[src/rtl/matrix_read_master.sv]
`default_nettype none
// +--------------------------------------------------------------------------+
// | Module   : matrix_read_master                                            |
// | Function : AXI4-Lite read master that fetches matrix A and then matrix B |
// |            (M_ROW x M_COL, 32-bit words, row-major) one read at a time,  |
// |            and qualifies the returned beats for the downstream memories. |
// | Revision : 1.0  initial release                                          |
// +--------------------------------------------------------------------------+
module matrix_read_master #(
   parameter int          M_ROW       = 9,
   parameter int          M_COL       = 9,
   parameter logic [31:0] A_BASE_ADDR = 32'h4000_0000,
   parameter logic [31:0] B_BASE_ADDR = 32'h4000_0400
) (
   input  logic        M_AXI_ACLK,
   input  logic        M_AXI_ARESET,
   input  logic        init_txn_pulse,
   output logic [31:0] M_AXI_ARADDR,
   output logic [2:0]  M_AXI_ARPROT,
   output logic        M_AXI_ARVALID,
   input  logic        M_AXI_ARREADY,
   input  logic [31:0] M_AXI_RDATA,
   input  logic [1:0]  M_AXI_RRESP,
   input  logic        M_AXI_RVALID,
   output logic        axi_rready,
   output logic        read_array_a,
   output logic        read_array_b,
   output logic [7:0]  read_index_b,
   output logic        busy,
   output logic        read_done,
   output logic        read_error
);

   // Index of the last element of a matrix; the index register is 8 bits wide.
   localparam logic [7:0] LAST_INDEX = 8'(M_ROW * M_COL - 1);

   typedef enum logic [1:0] {
      IDLE = 2'd0,
      ADDR = 2'd1,
      DATA = 2'd2,
      DONE = 2'd3
   } state_t;

   state_t     state;
   logic [7:0] index;
   logic       phase_b;   // 0 while fetching A, 1 while fetching B

   // Read data and the low response bit are consumed by the memories, not here.
   logic unused_inputs;
   assign unused_inputs = ^{M_AXI_RDATA, M_AXI_RRESP[0]};

   // Byte address of element idx of the matrix selected by ph.
   function automatic logic [31:0] elem_addr(input logic ph, input logic [7:0] idx);
      return (ph ? B_BASE_ADDR : A_BASE_ADDR) + {22'd0, idx, 2'b00};
   endfunction

   assign M_AXI_ARPROT = 3'b000;
   assign read_index_b = index;
   assign busy         = (state != IDLE);

   // Fetch sequencer: one address phase then one data phase per element, A then B.
   always_ff @(posedge M_AXI_ACLK or posedge M_AXI_ARESET) begin
      if (M_AXI_ARESET) begin
         state         <= IDLE;
         index         <= 8'd0;
         phase_b       <= 1'b0;
         M_AXI_ARADDR  <= 32'd0;
         M_AXI_ARVALID <= 1'b0;
         axi_rready    <= 1'b0;
         read_array_a  <= 1'b0;
         read_array_b  <= 1'b0;
         read_done     <= 1'b0;
         read_error    <= 1'b0;
      end else begin
         read_done <= 1'b0;
         case (state)
            IDLE: begin
               if (init_txn_pulse) begin
                  state         <= ADDR;
                  index         <= 8'd0;
                  phase_b       <= 1'b0;
                  read_error    <= 1'b0;
                  M_AXI_ARADDR  <= A_BASE_ADDR;
                  M_AXI_ARVALID <= 1'b1;
                  read_array_a  <= 1'b1;
                  read_array_b  <= 1'b0;
               end
            end
            ADDR: begin
               // Address and valid stay put until the slave accepts them.
               if (M_AXI_ARREADY) begin
                  M_AXI_ARVALID <= 1'b0;
                  axi_rready    <= 1'b1;
                  state         <= DATA;
               end
            end
            DATA: begin
               if (M_AXI_RVALID) begin
                  axi_rready <= 1'b0;
                  // Error responses are flagged but the beat is still delivered.
                  if (M_AXI_RRESP[1]) begin
                     read_error <= 1'b1;
                  end
                  if (index == LAST_INDEX) begin
                     index <= 8'd0;
                     if (phase_b) begin
                        state        <= DONE;
                        read_done    <= 1'b1;
                        read_array_a <= 1'b0;
                        read_array_b <= 1'b0;
                     end else begin
                        phase_b       <= 1'b1;
                        read_array_a  <= 1'b0;
                        read_array_b  <= 1'b1;
                        M_AXI_ARADDR  <= B_BASE_ADDR;
                        M_AXI_ARVALID <= 1'b1;
                        state         <= ADDR;
                     end
                  end else begin
                     index         <= index + 8'd1;
                     M_AXI_ARADDR  <= elem_addr(phase_b, index + 8'd1);
                     M_AXI_ARVALID <= 1'b1;
                     state         <= ADDR;
                  end
               end
            end
            DONE: begin
               state <= IDLE;
            end
            default: begin
               state <= IDLE;
            end
         endcase
      end
   end

endmodule
`default_nettype wire
[config.mk]
export PLATFORM = sky130hd
export DESIGN_NAME = matrix_read_master
export DESIGN_NICKNAME = d
export VERILOG_FILES = /design/src/rtl/matrix_read_master.sv
export SDC_FILE = /design/constraint.sdc
export NUM_CORES = 1
export LEC_CHECK = 0
export BUFFER_PORTS_ARGS = -buffer_cell sky130_fd_sc_hd__buf_2
export CORE_ASPECT_RATIO = 1.2
export CORE_MARGIN = 1.5
export CORE_UTILIZATION = 40
export CTS_BUF_LIST = sky130_fd_sc_hd__clkbuf_2
export CTS_CLUSTER_DIAMETER = 30
export CTS_CLUSTER_SIZE = 20
export DETAILED_ROUTE_END_ITERATION = 10
export PLACE_DENSITY = 0.78
export SLEW_MARGIN = 10
export SYNTH_ARGS = -nofsm -noshare
export SYNTH_HDL_FRONTEND = slang
export SYNTH_SLANG_ARGS = --single-unit
export TNS_END_PERCENT = 100
[constraint.sdc]
create_clock -name M_AXI_ACLK -period 1.69 [get_ports M_AXI_ACLK]
set_input_delay 0.338 -clock M_AXI_ACLK [delete_from_list [all_inputs] [get_ports M_AXI_ACLK]]
set_output_delay 0.338 -clock M_AXI_ACLK [all_outputs]
set_load 0.02 [all_outputs]
### Word-level counts from Yosys, hierarchy flattened

Cells that the tools add are included.

* bits in registers: 49
* input port bits: 39
* output and inout port bits: 50
* word-level logic and storage cells: 77

* add/subtract/negate cells: 2
* equality and inequality tests: 10
* multiplexer cells: 43
* reduce and logical (&&, ||, !) cells: 12

Operators with widths (count)
* 32-bit 2-to-1 mux: 4
* 32-bit case mux with 2 select lines: 1
* 31-bit by 10-bit adder with 32-bit output: 1
* 8-bit 2-to-1 mux: 3
* 1-bit 2-to-1 mux: 21
* 8-bit case mux with 2 select lines: 1
* 4-bit AND reduction: 3
* 11-bit 2-to-1 mux: 1
* 2-bit 2-to-1 mux: 5
* 2-bit inequality test (second input constant): 5
* 1-bit case mux with 2 select lines: 5
* 3-bit AND reduction: 3
* 8-bit by 1-bit adder with 8-bit output (second input constant): 1
* 8-bit by 7-bit equality test with 1-bit output (second input constant): 1
* 2-bit case mux with 4 select lines: 1
* 2-bit nonzero test: 3
* 5-bit AND reduction: 1
* 2-bit equality test (second input constant): 2
* 3-bit inequality test (second input constant): 1
* 1-bit case mux with 3 select lines: 1
* 3-bit nonzero test: 1
* 2-bit by 1-bit equality test with 1-bit output (second input constant): 1
* 2-bit zero test: 1

### Logic depth before layout (Yosys ltp)

Gate-level depths: netlist of the first run.

* depth in word-level cells: 5
* gate-level depth with buffers: 7
* depth with buffers taken out: 6

### Least setup slack after synthesis of the first run

Ideal clock, no wire load.

* path kind: register to register
* start point: register index[2] (netlist: read_index_b[2])
* end point: register M_AXI_ARADDR[5]
* library setup time: 96 ps
* data arrival time: 1684 ps
* data required time: 1594 ps
* path slack: -89 ps
* cell stages (with the launch flop): 8
* buffers on the path: 3
* period minus slack after synthesis: 1779 ps
* cell sequence: dfrtp_1 buf_6 or3b_1 buf_2 o311ai_4 buf_6 nand2_1 o31ai_1

* longest elaborated chain between the ends: 5
* elaborated cells on any way between the ends: 8
* those cells by class: add/sub (2); eq/ne (2); mux (3); reduce/logical (1)

Ends and longest elaborated chain
* start, declared: RTL line 45 `logic [7:0] index;`
* start signal, assigned: RTL line 120 `index <= index + 8'd1;`
* 8-bit by 1-bit adder with 8-bit output: RTL line 121 `M_AXI_ARADDR <= elem_addr(phase_b, index + 8'd1);`
* 31-bit by 10-bit adder with 32-bit output: RTL line 54 `return (ph ? B_BASE_ADDR : A_BASE_ADDR) + {22'd0, idx, 2'b00};`
* 32-bit 2-to-1 mux: RTL line 104 `if (index == LAST_INDEX) begin`
* 32-bit 2-to-1 mux: RTL line 98 `if (M_AXI_RVALID) begin`
* 32-bit case mux with 2 select lines: RTL line 76 `case (state)`
* end signal, assigned: RTL line 121
* end, declared: RTL line 18 `output logic [31:0] M_AXI_ARADDR,`

Several ways; a longest one is shown, not always the timed one. The select of a mux whose other input is x is not followed.
A chain may end at the register's enable or synchronous reset.

### Worst setup path after layout of the first run

* start point: register state[1]
* end point: output port busy

* longest elaborated chain between the ends: 1

Ends and longest elaborated chain
* start, declared: RTL line 44 `state_t state;`
* start signal, assigned: RTL line 64 `state <= IDLE;`
* start signal, assigned: RTL line 79 `state <= ADDR;`
* start signal, assigned: RTL line 94 `state <= DATA;`
* 2-bit nonzero test: RTL line 59 `assign busy = (state != IDLE);`
* end, declared: RTL line 29 `output logic busy,`

No other way between the ends.

==> results of run 1 <==
worst max-delay path by stage:
| stage | cells after the start | to |
|---|---|---|
| after floorplan | 6 | read_index_b[5] |
| after global placement | 5 | M_AXI_ARADDR[7] |
| after detailed placement | 5 | M_AXI_ARADDR[7] |
| after CTS | 7 | M_AXI_ARADDR[5] |
| after global routing | 7 | M_AXI_ARADDR[7] |
| final | 4 | busy |
report_power, final:
part           internal (mW)  total [mW]  switching [mW]
sequential             0.759       0.847          0.0883
combinational          0.364       0.939           0.575
clock                 0.0536       0.254           0.201
total                   1.18        2.04           0.864
routing by layer:
layer / vias to the layer above / global-route usage, % / routed length (um)
met1: 550 / 19.1 / 1350
met3: 5 / 2.41 / 133
met4: 0 / 5.30 / 40
li1: 563 / - / -
met5: - / 0 / 0
met2: 42 / 22.8 / 1490
worst max-delay path, cell delays in order, from the launching register on:
cell	delay, ns
dfrtp_1	0.46
buf_4	0.18
inv_1	0.07
nand2_1	0.05
buf_2	0.15
repair_timing:
action	4_1_cts	5_1_grt
hold buffers	1	0
setup buffers	0	2
cloned	0	0
endpoints found under the setup margin	7	11
pin swaps	0	3
hold endpoints to repair	15	0
resized for setup	1	5
cell usage in the layout, fill, tap and decap left out, types with 4 or more instances in the layout:
| master | netlist | layout |
|---|---|---|
| buf_2 | 1 | 30 |
| buf_4 | 25 | 15 |
| conb_1 | 1 | 25 |
| a21oi_1 | 7 | 7 |
| inv_1 | 7 | 6 |
| nand2_1 | 19 | 19 |
| o21ai_0 | 9 | 8 |
| a22o_1 | 4 | 4 |
| a21o_1 | 7 | 7 |
| nor2_1 | 4 | 4 |
| dfrtp_1 | 27 | 26 |
registers in the layout, indices dropped and copies added (netlist names):
| name | count |
|---|---|
| read_array_b | 1 |
| read_done | 1 |
| read_array_a | 1 |
| M_AXI_ARVALID | 1 |
| state | 2 |
| M_AXI_ARADDR | 10 |
| axi_rready | 1 |
| read_index_b | 8 |
| read_error | 1 |
| phase_b | 1 |
logic make-up (layout without fill, tap and decap cells):
group / Yosys count / in the layout / synth area share (%)
fa+ha+maj: 2 / 2 / 1.67
simple gates: 42 / 42 / 14.4
compound gates: 37 / 37 / 17.1
xor+xnor: 5 / 5 / 2.92
buf+inv: 37 / 58 / 16.6
mux: 3 / 3 / 2.08
flops: 27 / 27 / 45.0
other cells: 1 / 25 / 0.250
layout make-up:
type,instances,area (sq um),area share [%]
multi-input combinational,114,696,39.7
sequential,27,677,38.6
clock buffer,3,15.0,0.857
clock inverter,1,5.00,0.286
inverter,7,26.3,1.50
tap,39,48.8,2.79
timing repair buffer,47,284,16.2
per-stage QoR:
step                setup WS, ns  power [mW]
finish                    0.0663        2.04
global placement          0.0680        1.72
global route            -0.00392        2.16
CTS                       0.0103        1.99
floorplan                -0.0510        1.48
detailed placement        0.0375        1.74
==> results.cfg, run 1 <==
[run_status]
status = finished, final reports clean

[finish]
nets = 241
antenna_cells = 0
layout.cells.non_filler = 238
fill_cells = 352
finish.utilization_pct = 48.6
drive_gt1_share_pct = 29.6
layout-area-overhead-vs-synth_pct = 16.7
final_cell_area_sq_um = 1750

[floorplanning]
die_y_um = 70.1
dieArea_sq_um = 4130
start_util_pct = 41.7
rows = 24
coreArea_sq_um = 3600
die_x_um = 58.9
io_pins = 89

[clocking]
htreeDepth = 1
clockBufferDepth = 2
cts_sinks = 27
cts_made_buffers = 3
root_buffer = clkbuf_2
insertion_delay_ns = 0.37
cts_tree = yes
clkTransAtPathRegs_ns = 0.27

[worst_setup_path]
crit_arrival_ns = 1.29
cp-start-kind = flop
critPathMaxFanout = 10
end_kind = output port
crit_required_ns = 1.35
cp-startpoint = state[1]
r2r_start = read_index_b[7]
worst-setup-path-type = flop to output port
reg2reg_slack_ns = 0.09
reg2reg_depth = 5
r2r_end = M_AXI_ARADDR[5]

[sta]
finalCritPeriodShare_pct = 96.1
fin_setup_tns_ns = 0
setup_viol = 0
whs_ns = 0.118
fmax_ghz = 0.616
period_needed_ns = 1.62
hold_viol_final = 0
fin_skew_ns = 0.0148
slew_violations = 0

[yosys]
synthTopCellsByArea = dfrtp_1, buf_4, nand2_1, a21o_1, o21ai_0
synth-seq-cells = 27
yosysMostFrequentCell = dfrtp_1
synth_top_area_share_pct = 45.0
async_reset_ff_share_pct = 100
synthCells = 154
ys_seq_area_share_pct = 45.0
synth_common_cells = dfrtp_1, buf_4, nand2_1, o21ai_0
yosys.area.top_type = dfrtp_1
synth_area_sq_um = 1500
synth_edf_count = 0
ys_warn_count = 0
yosysUniqueCellTypes = 36
avgSynthCellArea_sq_um = 9.75
ys.flop_type = dfrtp_1

[place]
numPortBuffers = 30
place.gp.congestion = 0.756
placed_area_sq_um = 1690
hpwl_um = 2170
dp_cells = 231

[global_routing]
grt_pass1_wl_um = 4610
grt_remaining_overflow = 0
grt_pass1_vias = 998
gr-usage-all-layers_pct = 14.3
antenna_found_initial = 0
grt_max_degree = 28

[routing]
initialDrtViolationCount = 37
dr.pass1.iters = 4
drtAntennaViolNets = 0
routed-via-count = 1160
drc = 0
drt-vias-per-instance = 4.87
routed_wl_um = 3010
wl_per_cell_um = 12.7

[power_and_ir_drop]
leakage_nw = 0.933
ir_drop_v = 0.000461
p_per_area_nw_per_um2 = 1160

[hold_path]
hp-start = M_AXI_ARREADY
min_path_type = input pin to flop
hold-path-endpoint = state[0]
holdPathStages = 2

[run]
drv_cap = 0
(Power assumes the default switching activity.)
==> run 2: changes to the inputs <==
SETUP_SLACK_MARGIN = 0.5   (was unset)
==> run 2 against run 1 <==
  * First-iteration DRC count down 14%
  * Worst setup slack gained 0.0060 ns
  * Hold slack improved by 0.024 ns
  * Wire length increased by 10%
  * Fmax up 0.37%
  * Clock skew down 0.012 ns
  * Critical path depth increased by 1
  * Design area rose by 21%
  * Global-route usage rose by 1.8 points
  * Die area unchanged
  * Combinational power grew 21%
  * Sequential cell count did not move
  * Largest cell class unchanged
  * Highest routed layer unchanged
==> results.cfg, run 2 (same netlist as run 1, synthesis figures left out) <==
[worst_setup_path]
path_cells = or3b_4 > o311ai_4 > buf_6 > nand2_1 > o31ai_1
critical_path.slowest_cell = or3b_4
crit_required_ns = 1.98
critPathMaxFanout = 7
crit_arrival_ns = 1.90
cp-start-kind = flop
worst-setup-path-type = flop to flop
reg2reg_depth = 5
slowest_delay_ns = 0.46
end_kind = flop

[power_and_ir_drop]
power.total_mw = 2.28
ir_drop_v = 0.000596
p_per_area_nw_per_um2 = 1080
leakage_nw = 1.05

[sta]
fin_setup_tns_ns = 0
setup_viol = 0
fmax_ghz = 0.618
fin_skew_ns = 0.00280
period_needed_ns = 1.62
finalCritPeriodShare_pct = 95.7
hold_viol_final = 0
slew_violations = 0
whs_ns = 0.142
rsz0062_at_grt = true

[global_routing]
antenna_found_initial = 0
grt_pass1_vias = 1184
grt_remaining_overflow = 0
grt_pass1_wl_um = 5290
gr-usage-all-layers_pct = 16.1
grt_max_degree = 28

[floorplanning]
coreArea_sq_um = 3600
start_util_pct = 41.7
die_x_um = 58.9
io_pins = 89
die_y_um = 70.1
dieArea_sq_um = 4130
rows = 24

[clocking]
clkTransAtPathRegs_ns = 0.25
htreeDepth = 1
root_buffer = clkbuf_2
cts_tree = yes
insertion_delay_ns = 0.35
clockBufferDepth = 2
cts_sinks = 27
cts_made_buffers = 3

[routing]
wl_per_cell_um = 13.0
initialDrtViolationCount = 32
drt-vias-per-instance = 5.00
drc = 0
drtAntennaViolNets = 0
dr.pass1.iters = 4
routed_wl_um = 3330
routed-via-count = 1276

[finish]
final_cell_area_sq_um = 2120
nets = 258
antenna_cells = 0
multi_input_area_sq_um = 766
final_cell_mix = buf_6, buf_4, conb_1, dfrtp_1, nand2_1
largest_reg_flops = 10
regArea_sq_um = 679
fill_cells = 326
top_register = M_AXI_ARADDR
drive_gt1_share_pct = 41.7
layout-area-overhead-vs-synth_pct = 41.1
final_common_cell = buf_6

[hold_path]
holdPathStages = 2
min_path_type = input pin to flop

[place]
hpwl_um = 2090
numPortBuffers = 30
placed_area_sq_um = 1670
place.gp.congestion = 0.772

[run]
drv_cap = 0

[run_status]
status = finished, final reports clean
[run 2: changes by cell type in the layout (fill, tap and decap cells not counted), sizes merged]
cell / delta
clkbuf: +1
clkinv: -1
buf: +17
[run 2: worst paths after layout]
| check | start | end | slack, ns |
|---|---|---|---|
| min reg2reg | M_AXI_ARADDR[5] | M_AXI_ARADDR[5] | 0.54 |
| min in group asynchronous | M_AXI_ARESET | read_array_b | 0.54 |
| max | read_index_b[7] | M_AXI_ARADDR[5] | 0.07 |
| min | M_AXI_ARREADY | state[0] | 0.14 |
| max reg2reg | read_index_b[7] | M_AXI_ARADDR[5] | 0.07 |
| max in group asynchronous | M_AXI_ARESET | read_index_b[4] | 0.89 |
[run 2: final cells by class]
cell class / count / share of cell area, %
repair buffers: 64 / 27.3
multi-input cells: 114 / 36.1
flip-flops and latches: 27 / 32.1
clock buffers: 4 / 0.945
well taps: 39 / 2.30
inverters: 7 / 1.24
[run 2: routing by layer]
layer  routed length (um)  GRT usage, %  up-vias
met5                    0             0        -
met4                   30          3.79        0
met3                  153          1.85        6
met2                 1720          27.3       52
met1                 1420          21.7      618
li1                     -             -      600
[run 2: stage by stage]
stage               util [%]  cells  worst slack, ns
detailed placement      46.4    229           0.0876
finish                  58.8    255           0.0723
floorplan                  -    178          -0.0509
global route            58.8    255           0.0505
global placement        46.4    229           0.0813
CTS                     56.4    252            0.107
[run 2: where the power goes]
part	switching, mW	leakage (nW)	internal (mW)
sequential	0.120	0.350	0.762
clock	0.193	0.0166	0.0624
combinational	0.614	0.686	0.528
[run 2: critical path: cells and delay by family (launching register included)]
family	cells	cell delay, ns
and+or+nand+nor	2	0.52
AOI/OAI and AO/OA	2	0.40
DFF	1	0.45
buffers and inverters	1	0.18
[run 2: repair_timing]
action	4_1_cts	5_1_grt
hold endpoints to repair	14	0
cloned	1	0
setup buffers	17	3
hold buffers	1	0
endpoints found under the setup margin	50	50
pin swaps	7	4
gates resized for setup	63	15
